--- src/rtl/uart_rx_ctrl.sv ---
// UART receive sequencer: oversampling tick generator, start/data/stop framing FSM
// and a held valid/ready byte output with frame-error and overrun pulses.
module uart_rx_ctrl #(
   parameter int CLK_FREQ   = 50_000_000,
   parameter int BAUD       = 115200,
   parameter int OVERSAMPLE = 16,
   parameter int TICK_DIV   = CLK_FREQ / (BAUD * OVERSAMPLE)
) (
   input  logic       clk,
   input  logic       rst,
   output logic       oversampling_tick,
   input  logic       rxd_bit,
   output logic [7:0] data,
   output logic       data_valid,
   input  logic       data_ready,
   output logic       frame_err,
   output logic       overrun,
   output logic       busy
);

   localparam int TW = (TICK_DIV > 1) ? $clog2(TICK_DIV) : 1;
   localparam int SW = $clog2(OVERSAMPLE);

   typedef enum logic [1:0] {
      IDLE,
      START,
      DATA,
      STOP
   } state_t;

   state_t          state;
   state_t          state_next;
   logic [TW-1:0]   tick_cnt;
   logic [SW-1:0]   sample_cnt;
   logic [SW-1:0]   cnt_next;
   logic [2:0]      bit_idx;
   logic [2:0]      idx_next;
   logic [7:0]      shreg;
   logic [7:0]      shreg_next;
   logic            deliver;
   logic            stop_bad;

   assign oversampling_tick = (tick_cnt == TW'(TICK_DIV - 1));
   assign busy              = (state != IDLE);

   always_ff @(posedge clk) begin
      if (rst) begin
         tick_cnt <= '0;
      end else if (oversampling_tick) begin
         tick_cnt <= '0;
      end else begin
         tick_cnt <= tick_cnt + 1'b1;
      end
   end

   always_ff @(posedge clk) begin
      if (rst) begin
         state      <= IDLE;
         sample_cnt <= '0;
         bit_idx    <= '0;
         shreg      <= '0;
      end else begin
         state      <= state_next;
         sample_cnt <= cnt_next;
         bit_idx    <= idx_next;
         shreg      <= shreg_next;
      end
   end

   // Start bit is re-checked at its midpoint; every later sample lands mid-bit.
   always_comb begin
      state_next = state;
      cnt_next   = sample_cnt;
      idx_next   = bit_idx;
      shreg_next = shreg;
      deliver    = 1'b0;
      stop_bad   = 1'b0;
      if (oversampling_tick) begin
         case (state)
            IDLE: begin
               if (!rxd_bit) begin
                  state_next = START;
                  cnt_next   = '0;
               end
            end
            START: begin
               if (sample_cnt == SW'(OVERSAMPLE / 2 - 1)) begin
                  cnt_next = '0;
                  if (!rxd_bit) begin
                     state_next = DATA;
                     idx_next   = '0;
                  end else begin
                     state_next = IDLE;
                  end
               end else begin
                  cnt_next = sample_cnt + 1'b1;
               end
            end
            DATA: begin
               if (sample_cnt == SW'(OVERSAMPLE - 1)) begin
                  shreg_next = {rxd_bit, shreg[7:1]};
                  cnt_next   = '0;
                  idx_next   = bit_idx + 3'd1;
                  if (bit_idx == 3'd7) begin
                     state_next = STOP;
                  end
               end else begin
                  cnt_next = sample_cnt + 1'b1;
               end
            end
            STOP: begin
               if (sample_cnt == SW'(OVERSAMPLE - 1)) begin
                  cnt_next   = '0;
                  state_next = IDLE;
                  if (rxd_bit) begin
                     deliver = 1'b1;
                  end else begin
                     stop_bad = 1'b1;
                  end
               end else begin
                  cnt_next = sample_cnt + 1'b1;
               end
            end
            default: begin
               state_next = IDLE;
               cnt_next   = '0;
            end
         endcase
      end
   end

   // A byte accepted in the delivery cycle frees the slot, so the new byte replaces it.
   always_ff @(posedge clk) begin
      if (rst) begin
         data       <= '0;
         data_valid <= 1'b0;
         frame_err  <= 1'b0;
         overrun    <= 1'b0;
      end else begin
         frame_err <= stop_bad;
         overrun   <= 1'b0;
         if (deliver) begin
            if (!data_valid || data_ready) begin
               data       <= shreg;
               data_valid <= 1'b1;
            end else begin
               overrun <= 1'b1;
            end
         end else if (data_valid && data_ready) begin
            data_valid <= 1'b0;
         end
      end
   end

endmodule

--- config.mk ---
export PLATFORM = sky130hd
export DESIGN_NAME = uart_rx_ctrl
export DESIGN_NICKNAME = d
export VERILOG_FILES = /design/src/rtl/uart_rx_ctrl.sv
export SDC_FILE = /design/constraint.sdc
export NUM_CORES = 1
export LEC_CHECK = 0
export ABC_CLOCK_PERIOD_IN_PS = 2400
export CAP_MARGIN = 20
export CORE_ASPECT_RATIO = 1.4
export CORE_MARGIN = 8
export CORE_UTILIZATION = 38
export CTS_BUF_LIST = sky130_fd_sc_hd__clkbuf_16
export DETAILED_ROUTE_END_ITERATION = 10
export GPL_ROUTABILITY_DRIVEN = 1
export PLACE_DENSITY = 0.66
export SKIP_CTS_REPAIR_TIMING = 1
export SLEW_MARGIN = 20
export SYNTH_ARGS = -nofsm -noshare
export SYNTH_HDL_FRONTEND = slang
export SYNTH_SLANG_ARGS = --single-unit
--- constraint.sdc ---
create_clock -name clk -period 2.4 [get_ports clk]
set_input_delay 0.48 -clock clk [delete_from_list [all_inputs] [get_ports clk]]
set_output_delay 0.48 -clock clk [all_outputs]
set_load 0.005 [all_outputs]
==> results of run 1 <==
cells in the final DEF, fill, tap and decap left out, types with 5 or more instances in the layout:
cell	Yosys	routed
dfxtp_1	33	33
mux2i_1	18	18
a21oi_1	6	6
o21ai_0	5	5
ha_1	5	5
clkbuf_16	0	5
nor2_1	28	28
clkdlybuf4s50_1	0	16
nand2b_1	6	6
inv_1	5	6
state kept, by name, indices dropped and copies added (netlist names), 3 cells and up, named ones only:
name        cells
tick_cnt        5
shreg           8
bit_idx         3
sample_cnt      4
data            8
layer usage:
layer	share of wire	up-vias	global-route usage	wire length, um
met5	0	-	0	0
li1	-	543	-	-
met4	0.014	0	0.04198	38
met2	0.54	16	0.1927	1492
met3	0.057	5	0.04309	157
met1	0.39	515	0.1038	1087
power by group through the flow:
stage	clock [mW]	sequential, mW	combinational (mW)
after global placement	0	0.568	0.0269
after global routing	0.725	0.558	0.0310
after floorplan	0	0.568	0.0171
after CTS	0.705	0.557	0.0279
after detailed placement	0	0.568	0.0278
final	0.689	0.558	0.0274
layout make-up:
class,count,area (um^2),area share
well taps,42,52.55,0.02933
repair buffers,19,182.7,0.1020
inverters,5,18.77,0.01047
clock inverters,3,37.54,0.02095
multi-input cells,102,714.4,0.3987
clock buffers,5,125.1,0.06983
flip-flops and latches,33,660.6,0.3687
worst max-delay path, delay by kind of cell, from the launching register on:
family / cells / cell delay [ns]
adder cells (fa/ha/maj): 1 / 0.20
buffers and inverters: 3 / 0.68
AND/OR/NAND/NOR: 1 / 0.18
flip-flops: 1 / 0.33
cells by family (layout without fill, tap and decap cells):
| family | Yosys count | count (layout) | synth area share |
|---|---|---|---|
| muxes | 18 | 18 | 0.1264 |
| adders and majority gates | 5 | 5 | 0.04390 |
| DFF | 33 | 33 | 0.4636 |
| and+or+nand+nor | 58 | 58 | 0.2283 |
| xor gates and xnor gates | 3 | 3 | 0.01844 |
| buffers and inverters | 11 | 32 | 0.03511 |
| AOI/OAI and AO/OA | 18 | 18 | 0.08429 |
metrics by stage:
stage	utilization	instances	worst slack, ns	power, mW	hold WS, ns
CTS	0.4962	209	0.2299	1.291	0.5058
global route	0.4962	209	0.1468	1.313	0.5321
detailed placement	0.4511	201	0.1342	0.5963	0.4881
finish	0.4962	209	0.2462	1.274	0.5001
floorplan	-	146	0.6695	0.5847	0.4297
global placement	0.4511	201	0.1680	0.5949	0.4397
path summary, 6_finish.rpt:
| kind | startpoint | end | cells after the start |
|---|---|---|---|
| hold / removal | data[7] | data[7] | 2 |
| hold reg to reg | data[7] | data[7] | 2 |
| setup / recovery | tick_cnt[0] | oversampling_tick | 5 |
| setup reg to reg | tick_cnt[0] | shreg[0] | 7 |
==> impl_metrics.csv, run 1 <==
group,metric,value,unit
floorplan,core-area,3611,um^2
layout,drive_above_1_share,0.07784,
synthesis,seq_area_frac_synth,0.4636,
critical_path,critical_path_required,1.92,ns
synthesis,syn_avg_cell_area,9.761,um^2
synthesis,synth_common_cells,"dfxtp_1 (33), nor2_1 (28), mux2i_1 (18), a21oi_1 (6), nand2b_1 (6)",
sta,clock.fmax,464.3,MHz
power_and_ir_drop,sequentialPowerShare,0.438,
layout,diodes,0,
sta,worstMarginPinSlew,0.4892,ns
clocking,ctsHtreeMaxLevel,2,
sta,setup_violations,0,
placed_design,port_buffers,16,
route,wl,2.774,mm
route,drt-initial-drc-count,26,
synthesis,yosysMostFrequentCell,"dfxtp_1",
floorplan,dieHeight,88.46,um
critical_path,r2r_setup_slack,0.49,ns
sta,rsz0062_at_grt,"false",
power_and_ir_drop,intPower,1.046,mW
power_and_ir_drop,p_leak,0.7341,nW
power_and_ir_drop,swShare,0.1792,
global_routing,grt_start_max_net_pins,26,
sta,fin_crit,2.154,ns
global_routing,grt_pass1_vias,1166,
synthesis,yosysWarningCount,0,
power_and_ir_drop,combinationalPowerShare,0.022,
synthesis,yosys-top-cells-area,"dfxtp_1 (46%), mux2i_1 (13%), nor2_1 (7.4%)",
sta,finalSetupTns,0,ns
layout,fillers,339,
clocking,clock_latency,0.27,ns
synthesis,syn_inst,146,
critical_path,max_stage_delay,0.50,ns
clocking,cts_made_buffers,5,
critical_path,cp_max_fo,8,
layout,fin_area,1792,um^2
sta,slew_violations,0,
global_routing,grt_pass1_wl,5.043,mm
route,viasPerCell,5.163,
clocking,clockBufferDepth,2,
synthesis,synth_ff_type,"dfxtp_1",
synthesis,yosysTopAreaCell,"dfxtp_1",
synthesis,ys_types,34,
synthesis,syn_nets,155,
critical_path,crit_top_cell,"inv_1",
floorplan,fp.dieW,67.76,um
route,detail-route-antenna-nets,0,
sta,finalHoldViolations,0,
route,wl_per_cell,13.27,um
sta,timing.final.crit_share,0.8974,
floorplan,start_util,0.3947,
placed_design,dp_hpwl,2.071,mm
synthesis,synth-edff-count,0,
critical_path,critPathLaunchType,"register",
critical_path,slowest_stage,"clkdlybuf4s50_1",
clocking,clkTransAtPathRegs,0.05,ns
sta,fin_skew,0.003431,ns
route,drt-pass1-iter-count,4,
sta,max-slew-margin-rel,0.6728,
power_and_ir_drop,peakVddDrop,0.0005231,V
placed_design,placed_area,1629,um^2
clocking,cts_tree,"built",
floorplan,std_cell_rows,26,
critical_path,end_kind,"output pin",
power_and_ir_drop,p_switching,228.3,uW
critical_path,worstSetupPathType,"reg2out",
status,run_status,"completed",
floorplan,ios,17,
power_and_ir_drop,clkPwrFrac,0.541,
global_routing,grt-ovfl-total,0,
placed_design,place.gp.congestion,0.7441,
layout,nNetsFinal,175,
synthesis,syn_area,1425,um^2
clocking,cts_sinks,33,
floorplan,dieArea,5994,um^2
layout,area_growth,25.72,%
synthesis,netlist.area_leader.share,0.4636,
flow_run,maxCapViolations,0,
global_routing,grt_antenna_before_repair,0,
synthesis,ys_ff_latch,33,
hold_path,hp-class,"reg2reg",
critical_path,crit_arrival,1.67,ns
synthesis,synthArstFlopShare,0,
global_routing,grtUsageTotal,0.1068,
power_and_ir_drop,power_density,711.1,nW/um^2
clocking,root_buffer,"clkbuf_16",
route,vias,1079,
critical_path,crit_chain,"inv_1 > ha_1 > nand4b_4 > inv_1 > clkdlybuf4s50_1",
route,drc,0,
Note: power is estimated with default switching activity, not from simulation.
==> inputs of run 2 (changes only) <==
- SLEW_MARGIN: 20 -> 25
==> results of run 2 <==
Final layout, timing and power as in run 1 (identical DEF).
==> inputs of run 3 (changes only) <==
- REMOVE_ABC_BUFFERS: not set -> 1
==> run 3 against run 2 <==
Non-clock buffer count is 3 higher; count of clock-buffer cells in the layout stayed put; highest routed layer unchanged; worst hold slack worse by 0.042 ns; utilization is 0.14 points higher.
==> impl_metrics.csv, run 3 (synthesis results as in run 1) <==
group,metric,value,unit
status,run_status,"completed",
hold_path,min_to,"tick_cnt[0]",
critical_path,r2r_cells,8,
sta,finalSetupTns,0,ns
global_routing,grt_pass1_vias,1147,
critical_path,critPathLaunchType,"register",
critical_path,critical_path_required,1.92,ns
sta,fin_crit,2.164,ns
hold_path,hp-class,"reg2reg",
layout,nNetsFinal,178,
layout,final_cell_mix,"dfxtp_1 (33), nor2_1 (28), mux2i_1 (18)",
sta,max-slew-margin-rel,0.6578,
route,drt-pass1-iter-count,4,
critical_path,cp_max_fo,9,
placed_design,port_buffers,16,
layout,layout_commonest_cell,"dfxtp_1",
clocking,cts_tree,"built",
sta,fin_skew,0.004078,ns
global_routing,grtUsageTotal,0.1087,
critical_path,r2r_setup_slack,0.37,ns
critical_path,r2r_start,"tick_cnt[0]",
layout,reg_top3,"data x8, shreg x8, tick_cnt x5",
route,drt-initial-drc-count,17,
floorplan,dieArea,5994,um^2
critical_path,crit_chain,"inv_1 > ha_1 > nand4b_4 > inv_1 > clkdlybuf4s50_1",
global_routing,grt_start_max_net_pins,24,
placed_design,dp_hpwl,2.003,mm
hold_path,whs_path_depth,1,
clocking,clkTransAtPathRegs,0.05,ns
sta,rsz0062_at_grt,"false",
floorplan,core-area,3611,um^2
route,vias,1115,
sta,worstMarginPinSlew,0.5116,ns
floorplan,std_cell_rows,26,
clocking,ctsHtreeMaxLevel,2,
route,wl_per_cell,13.58,um
clocking,cts_made_buffers,5,
clocking,clockBufferDepth,2,
route,drc,0,
route,wl,2.866,mm
global_routing,grt_antenna_before_repair,0,
global_routing,grt_pass1_wl,5.002,mm
sta,timing.final.crit_share,0.9017,
critical_path,slowest_stage,"clkdlybuf4s50_1",
power_and_ir_drop,power_density,650.5,nW/um^2
floorplan,ios,17,
sta,setup_violations,0,
sta,finalHoldViolations,0,
sta,slew_violations,0,
flow_run,maxCapViolations,0,
floorplan,dieHeight,88.46,um
route,detail-route-antenna-nets,0,
critical_path,max_stage_delay,0.51,ns
route,viasPerCell,5.284,
layout,diodes,0,
clocking,root_buffer,"clkbuf_16",
critical_path,worstSetupPathType,"reg2out",
layout,area_growth,26.08,%
floorplan,start_util,0.3947,
placed_design,place.gp.congestion,0.8280,
hold_path,min_from,"tick_cnt[0]",
clocking,cts_sinks,33,
sta,clock.fmax,462.1,MHz
layout,drive_above_1_share,0.08876,
clocking,clock_latency,0.27,ns
global_routing,grt-ovfl-total,0,
power_and_ir_drop,peakVddDrop,0.0005648,V
critical_path,r2r_end,"data[4]",
sta,holdWs,0.4582,ns
power_and_ir_drop,p_leak,0.7370,nW
critical_path,crit_arrival,1.68,ns
critical_path,end_kind,"output pin",
floorplan,fp.dieW,67.76,um
critical_path,crit_top_cell,"inv_1",
[run 3: cell count changes in the layout (fill, tap and decap cells not counted)]
cell / before / now
buf_12: 0 / 1
bufinv_16: 1 / 0
buf_4: 3 / 5
[run 3: worst max-delay path by stage]
stage	startpoint	to	cells past startpoint	slack, ns
after detailed placement	rxd_bit	bit_idx[0]	5	0.11
after global routing	tick_cnt[0]	oversampling_tick	5	0.13
final	tick_cnt[0]	oversampling_tick	5	0.24
after CTS	tick_cnt[0]	oversampling_tick	5	0.1
after global placement	rxd_bit	bit_idx[0]	5	0.17
after floorplan	tick_cnt[0]	data[0]	6	0.50
[run 3: stage by stage]
step           worst slack (ns)  area (um^2)  power [mW]    util  std cells
6_report                 0.2359         1797       1.169  0.4976        211
5_1_grt                  0.1270         1797       1.209  0.4976        211
4_1_cts                 0.09617         1767       1.185  0.4893        207
3_5_place_dp             0.1142         1634      0.5991  0.4525        200
3_3_place_gp             0.1678         1634      0.5969  0.4525        200
2_1_floorplan            0.5024         1394      0.5788       -        140
[run 3: routing by layer]
metal | wire length, um | up-vias | global-route usage
met5 | 0 | - | 0
met4 | 66 | 0 | 0.05725
met3 | 135 | 7 | 0.04689
met2 | 1506 | 18 | 0.1867
met1 | 1156 | 538 | 0.1063
li1 | - | 552 | -
[run 3: layout make-up]
class	count	area, um^2
Fill cell	337	1814
Inverter	5	18.77
Timing Repair Buffer	22	217.7
Clock buffer	5	125.1
Clock inverter	2	7.507
Tap cell	42	52.55
Sequential cell	33	660.6
Multi-Input combinational cell	102	714.4
[run 3: critical path, delay by kind of cell (launching register included)]
| kind | cells | cell delay [ns] |
|---|---|---|
| and+or+nand+nor | 1 | 0.19 |
| adders and majority gates | 1 | 0.21 |
| DFF | 1 | 0.33 |
| buffers and inverters | 3 | 0.68 |
[run 3: report_power, final]
group / total [mW] / internal (mW) / switching (mW)
logic: 0.0303 / 0.0141 / 0.0161
clock network: 0.581 / 0.370 / 0.211
registers: 0.558 / 0.553 / 0.00446
==> variant 1 (settings of run 3) <==
Reset style: asynchronous (`rst`), changed in 3 clocked blocks.
--- a/src/rtl/uart_rx_ctrl.sv
+++ b/src/rtl/uart_rx_ctrl.sv
@@ -43,7 +43,7 @@
    assign oversampling_tick = (tick_cnt == TW'(TICK_DIV - 1));
    assign busy              = (state != IDLE);
 
-   always_ff @(posedge clk) begin
+   always_ff @(posedge clk or posedge rst) begin
       if (rst) begin
          tick_cnt <= '0;
       end else if (oversampling_tick) begin
@@ -53,7 +53,7 @@
       end
    end
 
-   always_ff @(posedge clk) begin
+   always_ff @(posedge clk or posedge rst) begin
       if (rst) begin
          state      <= IDLE;
          sample_cnt <= '0;
@@ -130,7 +130,7 @@
    end
 
    // A byte accepted in the delivery cycle frees the slot, so the new byte replaces it.
-   always_ff @(posedge clk) begin
+   always_ff @(posedge clk or posedge rst) begin
       if (rst) begin
          data       <= '0;
          data_valid <= 1'b0;
Formal check against the unedited RTL: no difference found for any inputs over 10 cycles, from zero or initial values and one cycle with rst high; that may be too few to reach the edited logic, so the function may still have changed.
==> variant 1 against run 3 <==
- sequential cell count unchanged
- area after synthesis up 4.7%
- power down 0.51%
- cell area up 3.1%
- count of clock-buffer cells in the layout unchanged
- global-route usage down 0.96 points
- setup slack worse by 77 ps
- wire length down 3.7%
- worst hold slack better by 26 ps
- critical path type unchanged
==> variant 1: results (changes against run 3) <==
- Complex-gate fraction of the synthesized area: 9.06% (+0.63 points)
- ClkCell Share: 7.43% (+0.046 points)
- Seq area share: 44.6% (+7.8 points)
- Synth cell types: 31 (-8.8%)
- FF-to-FF End: shreg[0]
- Post-synthesis mux area share: 13.6% (+0.95 points)
- Xor and xnor area share after synthesis: 1.76% (-0.082 points)
- Vias: 978 (-12%)
- Grt met1 use: 11.4% (+0.74 points)
- Clock share of power: 50.4% (+0.7 points)
- Worst Hold End: tick_cnt[0]
- DP Area: 1720 um^2 (+5.0%)
- WL final: 2.76 mm (-3.7%)
- Post-layout util: 48.1% (-1.6 points)
- Top cells by count, synth: dfrtp_1 (33), mux2_2 (18), nor2_1 (7), o21ai_0 (7)
- Metal-1 WL: 1.09 mm (-5.4%)
- Filler Cells Inserted: 358 (+6.2%)
- Grt met2 use: 15.4% (-3.2 points)
- GRT Total Usage: 9.90% (-0.96 points)
- First-pass GRT wire length: 4.76 mm (-4.8%)
- Inverters: 7 (+2)
- Min-delay src: tick_cnt[0]
- R2R depth: 6 (-2)
- Met3 WL post-DR: 140 um (+3.7%)
- Layout Nets: 152 (-15%)
- Worst-Margin Slew: 429 ps (-82.8 ps)
- Area contributors post-synth: dfrtp_1 (55%), mux2_2 (14%), ha_1 (4.2%), a22o_1 (2.3%), o21ai_0 (2.3%)
- Status: finished, final reports clean
- Non-clk buf share: 10.3% (-1.9 points)
- Largest vdd supply drop: 0.514 mV (-8.9%)
- Starting DRC count in detailed routing: 18 (+1)
- Final Hold Slack: 484 ps (+26.2 ps)
- Maximum fanout along the worst path: 7 (-2)
- Fraction of the mapped netlist area in adder cells: 4.19% (-0.20 points)
- Area of the multi-input gates: 619 um^2 (-13%)
## variant 1: stage by stage
| step | setup WS (ps) | total power, mW | cells |
|---|---|---|---|
| floorplan | 330 | 0.577 | 116 |
| global placement | 285 | 0.587 | 179 |
| detailed placement | 245 | 0.587 | 179 |
| CTS | 132 | 1.19 | 187 |
| global route | 62.3 | 1.21 | 187 |
| finish | 159 | 1.16 | 187 |
## variant 1: how the worst max path moves through the flow
stage / from / endpoint / slack (ps) / cells after the start
final: tick_cnt[0] / oversampling_tick / 160 / 5
after global routing: tick_cnt[0] / oversampling_tick / 60 / 5
after CTS: tick_cnt[0] / oversampling_tick / 130 / 5
after floorplan: tick_cnt[0] / shreg[7] / 330 / 5
after global placement: rxd_bit / bit_idx[0] / 290 / 5
after detailed placement: rxd_bit / bit_idx[0] / 250 / 5
## variant 1: worst max-delay path, stage by stage (launching register included)
cell             delay, ps
dfrtp_1                400
inv_1                   70
ha_1                   210
nand4b_4               200
clkinv_1               100
clkdlybuf4s50_1        500
==> variant 2 (flow settings as in run 3) <==
Without the edit above. Change the parameter `BAUD` from 115200 to 28800.
--- a/src/rtl/uart_rx_ctrl.sv
+++ b/src/rtl/uart_rx_ctrl.sv
@@ -2,7 +2,7 @@
 // and a held valid/ready byte output with frame-error and overrun pulses.
 module uart_rx_ctrl #(
    parameter int CLK_FREQ   = 50_000_000,
-   parameter int BAUD       = 115200,
+   parameter int BAUD       = 28800,
    parameter int OVERSAMPLE = 16,
    parameter int TICK_DIV   = CLK_FREQ / (BAUD * OVERSAMPLE)
 ) (
Formal check against the unedited RTL: same outputs for any inputs over 10 cycles, from zero or initial values and one cycle with rst high; that may be too few to reach the edited logic, so the function may still have changed.
==> variant 2 against run 3 <==
- power up 3.5%
- core utilization down 1.6 points
- cell area up 6.0%
- maximum frequency down 1.7%
- setup slack worse by 37 ps
- register-to-register slack better by 40 ps
- wire length up 14%
- via count up 16%
- sequential cell count up 2
- area after synthesis up 9.3%
- critical endpoint unchanged
- largest power group is now registers
==> variant 2: results (changes against run 3) <==
- Status: finished, final reports clean
- Crit-path max cell delay: 530 ps (+20 ps)
- Layout cells sized above 1: 8.38% (-0.50 points)
- Filler Cells Inserted: 378 (+12%)
- Area contributors post-synth: dfxtp_1 (45%), a21oi_1 (5.1%), mux2i_1 (5.1%), nand3_1 (5.1%), nor2_1 (3.6%)
- Layout Skew: 5.34 ps (+1.27 ps)
- Register area share after synthesis: 45.0% (-1.4 points)
- Synth cell types: 36 (+5.9%)
- Largest vdd supply drop: 0.543 mV (-3.8%)
- Leakage power: 0.726 nW (-1.5%)
- Grt met2 use: 18.9% (+0.28 points)
- Layout Nets: 199 (+12%)
- Fraction of the mapped netlist area in adder cells: 3.21% (-1.2 points)
- Switching power share of the total: 19.7% (-0.17 points)
- WP data arrival: 1720 ps (+40 ps)
- First-pass GRT wire length: 5.61 mm (+12%)
- Biggest regs: data (8), shreg (8), tick_cnt (7)
- Relative slew margins: 71.5% (+5.7 points)
- Top cells by count, synth: dfxtp_1 (35), a21oi_1 (16), nand3_1 (16)
- GRT Total Usage: 10.6% (-0.31 points)
- Vias: 1290 (+16%)
- Xor and xnor area share after synthesis: 2.81% (+0.97 points)
- Met3 usage: 3.88% (-0.81 points)
- HPWL Detailed: 2.49 mm (+24%)
- Starting DRC count in detailed routing: 44 (+27)
- Maximum fanout along the worst path: 7 (-2)
- Final GP Congestion: 0.810 (-2.2%)
- R2r startpoint: tick_cnt[2]
- Post-synthesis mux area share: 5.86% (-6.8 points)
- Complex-gate fraction of the synthesized area: 13.7% (+5.2 points)
- Largest net degree at the start of global routing: 17 (-29%)
- Synth warn: 0 (unchanged)
- Wire per inst: 14.0 um (+3.2%)
## variant 2: changes by cell type in the layout (fill, tap and decap cells not counted), moves of 6 or more
cell and delta:
nand3_1 +14, nor2_1 -13, a21oi_1 +10, mux2i_1 -10, o21ai_1 +8, nor2b_1 +6
## variant 2: per-layer routing
metal  part of all wire (%)  wire [um]  vias up
li1                       -          -      650
met1                     39       1290      612
met2                     54       1770       21
met3                    4.6        152        7
met4                    2.1         70        0
met5                      0          0        -
## variant 2: layout make-up
cell class,instances,area share (%)
multi-input combinational,123,41.6
sequential,35,36.8
timing repair buffer,23,11.2
clock buffer,5,6.57
tap,43,2.83
inverter,3,0.591
clock inverter,2,0.460
## variant 2: kinds of logic after synthesis
family | count (synthesis)
DFF | 35
adders and majority gates | 4
and+or+nand+nor | 70
muxes | 9
buffers and inverters | 14
AOI/OAI and AO/OA | 35
xor gates and xnor gates | 5
## variant 2: final timing paths
kind / to / slack, ps / cells after the start
setup / recovery: oversampling_tick / 200 / 3
hold / removal: tick_cnt[0] / 460 / 1
setup reg to reg: data[6] / 410 / 5
hold reg to reg: tick_cnt[0] / 460 / 1
## variant 2: worst max-delay path, delay by kind of cell (launching register included)
family	cells	cell delay, ps
DFF	1	370
buffers and inverters	1	530
and+or+nand+nor	2	550
## variant 2: per-stage QoR
step                      setup WS, ps  std cells  hold slack, ps  cell area, um^2  power, mW
after floorplan                    544        161             420             1500      0.612
after global placement             179        227             436             1770      0.633
after detailed placement          80.1        227             457             1770      0.635
after CTS                          187        234             468             1900       1.23
after global routing              95.2        234             479             1900       1.25
final                              199        234             460             1900       1.21
